==> src/rtl/fetch_stage.sv <==
// Instruction fetch stage: PC register, IF/ID pipeline register and a saturating fetch counter.
// Optional sticky misaligned-redirect flag, enabled with `define FETCH_MISALIGN_CHK_EN.
module fetch_stage #(
   parameter logic [31:0] RESET_PC = 32'h0000_0000,
   parameter int          MEM_SIZE = 256
) (
   input  logic        clk,
   input  logic        resetN,
   input  logic        stall,
   input  logic        flush,
   input  logic        redirect_valid,
   input  logic [31:0] redirect_pc,
   input  logic [31:0] imem_instr,
   output logic [31:0] imem_pc,
   output logic        ifid_valid,
   output logic [31:0] ifid_instr,
   output logic [31:0] ifid_pc,
   output logic [31:0] ifid_pc_plus4,
   output logic [31:0] fetch_count
`ifdef FETCH_MISALIGN_CHK_EN
   ,
   output logic        misalign_err
`endif
);

   localparam logic [31:0] ADDR_MASK = 32'(MEM_SIZE - 1);
   localparam logic [31:0] PC_RST    = RESET_PC & ADDR_MASK;

   logic [31:0] pc_q, pc_d;
   logic        ifid_valid_q, ifid_valid_d;
   logic [31:0] ifid_instr_q, ifid_instr_d;
   logic [31:0] ifid_pc_q, ifid_pc_d;
   logic [31:0] ifid_pc_plus4_q, ifid_pc_plus4_d;
   logic [31:0] fetch_count_q, fetch_count_d;
   logic [31:0] pc_seq;
   logic        squash;
   logic        load;

   assign pc_seq = (pc_q + 32'd4) & ADDR_MASK;
   // A redirect makes the word fetched this cycle wrong-path, so it squashes like a flush.
   assign squash = flush | redirect_valid;
   assign load   = ~squash & ~stall;

   // NOTE: every always_comb output gets a default first so no path can infer a latch.
   always_comb begin
      pc_d = pc_seq;
      if (redirect_valid) begin
         pc_d = (redirect_pc & ADDR_MASK) & ~32'd3;
      end else if (stall) begin
         pc_d = pc_q;
      end
   end

   always_comb begin
      ifid_valid_d    = ifid_valid_q;
      ifid_instr_d    = ifid_instr_q;
      ifid_pc_d       = ifid_pc_q;
      ifid_pc_plus4_d = ifid_pc_plus4_q;
      fetch_count_d   = fetch_count_q;
      if (squash) begin
         ifid_valid_d = 1'b0;
         ifid_instr_d = '0;
      end else if (load) begin
         ifid_valid_d    = 1'b1;
         ifid_instr_d    = imem_instr;
         ifid_pc_d       = pc_q;
         ifid_pc_plus4_d = pc_seq;
      end
      if (load && fetch_count_q != 32'hFFFF_FFFF) begin
         fetch_count_d = fetch_count_q + 32'd1;
      end
   end

   // NOTE: sequential state uses non-blocking assignments so all flops update from pre-edge values.
   always_ff @(posedge clk or negedge resetN) begin
      if (!resetN) begin
         pc_q            <= PC_RST;
         ifid_valid_q    <= 1'b0;
         ifid_instr_q    <= '0;
         ifid_pc_q       <= '0;
         ifid_pc_plus4_q <= '0;
         fetch_count_q   <= '0;
      end else begin
         pc_q            <= pc_d;
         ifid_valid_q    <= ifid_valid_d;
         ifid_instr_q    <= ifid_instr_d;
         ifid_pc_q       <= ifid_pc_d;
         ifid_pc_plus4_q <= ifid_pc_plus4_d;
         fetch_count_q   <= fetch_count_d;
      end
   end

`ifdef FETCH_MISALIGN_CHK_EN
   logic misalign_err_q, misalign_err_d;

   always_comb begin
      misalign_err_d = misalign_err_q;
      if (redirect_valid && redirect_pc[1:0] != 2'b00) begin
         misalign_err_d = 1'b1;
      end
   end

   always_ff @(posedge clk or negedge resetN) begin
      if (!resetN) begin
         misalign_err_q <= 1'b0;
      end else begin
         misalign_err_q <= misalign_err_d;
      end
   end

   assign misalign_err = misalign_err_q;
`endif

   assign imem_pc       = pc_q;
   assign ifid_valid    = ifid_valid_q;
   assign ifid_instr    = ifid_instr_q;
   assign ifid_pc       = ifid_pc_q;
   assign ifid_pc_plus4 = ifid_pc_plus4_q;
   assign fetch_count   = fetch_count_q;

endmodule

==> config.mk <==
export PLATFORM = sky130hd
export DESIGN_NAME = fetch_stage
export DESIGN_NICKNAME = d
export VERILOG_FILES = /design/src/rtl/fetch_stage.sv
export SDC_FILE = /design/constraint.sdc
export NUM_CORES = 1
export LEC_CHECK = 0
export ABC_AREA = 1
export CAP_MARGIN = 20
export CORE_MARGIN = 4
export CORE_UTILIZATION = 30
export DETAILED_ROUTE_END_ITERATION = 10
export SLEW_MARGIN = 5
export SYNTH_ARGS = -nofsm -noshare
export SYNTH_HDL_FRONTEND = slang
export SYNTH_SLANG_ARGS = --single-unit
export TNS_END_PERCENT = 50
==> constraint.sdc <==
create_clock -name clk -period 2.1 [get_ports clk]
set_input_delay 0.315 -clock clk [delete_from_list [all_inputs] [get_ports clk]]
set_output_delay 0.315 -clock clk [all_outputs]
set_load 0.02 [all_outputs]
==> qor.yml <==
synth:
  ys_async_sr_fraction: 1.00
  netlist_area_mm2: 0.00470
  yosysWarnings: 0
  yosysUniqueCellTypes: 29
  avgSynthCellArea_um2: 8.12
  synth-main-ff-cell: "dfrtp_1"
  ys_ff_latch: 83
  seq_area_frac_synth: 0.442
  synth_cells: 579
  synth_edf_count: 0
clocking:
  root_buffer: "clkbuf_16"
  clockBufferDepth: 2
  insertion_delay_ns: 0.35
  htreeDepth: 3
  cts_tree: "built"
  clock-sinks: 83
  cts_made_buffers: 9
  clk_pin_slew_ns: 0.07
setup_path:
  cp_num_cells: 1
  required_ns: 1.78
  crit_chain: "clkdlybuf4s50_1"
  cp_top_family: "buffers and inverters"
  cp.arrival_ns: 1.49
  slowest_delay_ns: 0.67
  cp_slowest_cell: "clkdlybuf4s50_1"
  startpoint_type: "flop"
  worstPathBufferInverterCount: 1
  critPathKind: "reg2out"
  r2r_cells: 10
  crit_fanout: 6
  worstSetupEndpointType: "primary output"
power:
  clock_power_share: 0.375
  netSwitchingFraction: 0.302
  ir_drop_v: 0.000451
  power_w: 0.00429
  combPwrFrac: 0.203
  p_per_area_mw_per_mm2: 687
  p_leak_nw: 2.79
  p_sw_w: 0.00130
  p_int_w: 0.00300
  pwr-share-seq: 0.422
route:
  postRouteAntennaNets: 0
  drcViolationCount: 0
  first_pass_iters: 4
  vias: 3943
  drt_iter0_drc: 168
  routed_wl_um: 12300
  drt-vias-per-instance: 4.27
  wire_per_inst_um: 13.4
floorplanning:
  num_io_pins: 230
  coreArea_mm2: 0.0153
  initial_core_util: 0.308
  rows: 45
  fp.dieW_um: 133
  die_y_um: 133
  die-area_mm2: 0.0177
sta:
  post-route-min-period_ns: 1.81
  post-route-period-util: 0.860
  tns_ns: 0
  hold_viol: 0
  finalSetupViolCount: 0
  slew_violations: 0
  skew_ns: 0.0114
  max_freq_mhz: 554
  holdWs_ns: 0.339
  rsz0062_at_grt: "no"
placement:
  hpwl_um: 9180
  place.gp.congestion: 0.837
  port_buffers: 125
final_layout:
  layout-drive-gt1-share: 0.0603
  nets: 779
  diodes: 0
  final_cell_mix: "nand2_1 (192), clkdlybuf4s50_1 (124), dfrtp_1 (83)"
  area_delta_synth_final_pct: 32.9
  final_common_cell: "nand2_1"
global_routing:
  grt_first_pass_wirelength_um: 19600
  grt_overflow_total: 0
  groute.usage.overall: 0.138
  antenna_found_initial: 0
  grt_max_degree: 53
  grt_pass1_vias: 3887
status:
  status: "complete, no violations"
run:
  drv_cap: 0
hold_path:
  hold_class: "in2async"
-- synth_stat cells (3+ instances only) --
cell type | count | share of area
clkbuf_1 | 6 | 0.0048
buf_2 | 10 | 0.011
xnor2_1 | 4 | 0.0075
dfrtp_1 | 83 | 0.44
nand3b_1 | 8 | 0.013
o211ai_1 | 4 | 0.0064
nand2_1 | 192 | 0.15
o21ai_0 | 10 | 0.011
xor2_1 | 8 | 0.015
nor2_1 | 52 | 0.042
a32o_1 | 32 | 0.068
nor2_2 | 5 | 0.0067
nand2_2 | 3 | 0.0040
o21ai_1 | 3 | 0.0032
nand3_1 | 22 | 0.023
nand4_1 | 6 | 0.0080
inv_1 | 37 | 0.030
buf_4 | 80 | 0.13
-- per-stage QoR --
stage	instance area, um2	std cells	setup WS, ns	utilization
after floorplan	4990	656	0.435	-
after global placement	5940	907	0.182	0.389
after detailed placement	5940	907	0.114	0.389
after CTS	6250	924	0.242	0.410
after global routing	6250	924	0.142	0.410
final	6250	924	0.295	0.410
-- final cells by class --
class | count | area (um2)
clock inverter | 7 | 76.3
inverter | 38 | 143
tap | 211 | 264
fill | 1543 | 9010
timing repair buffer | 138 | 1370
sequential | 83 | 2080
clock buffer | 9 | 225
multi-input combinational | 438 | 2090
-- routing by layer --
layer,vias to the layer above,part of all wire,routed length [um],track usage
met5,-,0,0,0
met4,0,0.0099,122,0.0377
met3,9,0.12,1440,0.0736
met2,146,0.44,5420,0.209
met1,1807,0.43,5360,0.173
li1,1981,-,-,-
-- power by group through the flow --
stage               clock (W)  sequential (W)  combinational [W]
floorplan                   0         0.00197           0.000431
global placement            0         0.00184           0.000874
detailed placement          0         0.00184           0.000875
CTS                   0.00167         0.00182           0.000880
global route          0.00174         0.00184           0.000946
finish                0.00161         0.00181           0.000870
-- sequential cells by signal (all words and copies together) (netlist names) --
| register | cells |
|---|---|
| ifid_pc_plus4 | 6 |
| ifid_pc | 6 |
| imem_pc | 6 |
| fetch_count | 32 |
| ifid_instr | 32 |
| ifid_valid | 1 |
-- cells by family after synthesis --
group / count (synthesis) / synth area share
DFF: 83 / 0.442
adders and majority gates: 2 / 0.00532
buffers and inverters: 135 / 0.176
xor gates and xnor gates: 12 / 0.0224
muxes: 1 / 0.00239
AOI/OAI and AO/OA: 51 / 0.0918
and+or+nand+nor: 294 / 0.260
other: 1 / 0.000798
-- worst paths after layout --
check	slack (ns)	to	from
worst max-delay path	0.29	fetch_count[25]	fetch_count[25]
worst min-delay path	0.34	ifid_instr[30]	resetN
worst max register to register	0.32	fetch_count[2]	fetch_count[1]
worst min register to register	0.48	ifid_pc_plus4[3]	ifid_pc_plus4[3]
max in group asynchronous	1.22	ifid_instr[13]	resetN
min in group clk	0.48	ifid_pc_plus4[3]	ifid_pc_plus4[3]
-- repair_timing --
action	CTS	global route
resized for setup	0	0
buffers inserted	0	0
hold buffers	1	0
hold endpoints to repair	9	0
(Power assumes the default switching activity.)
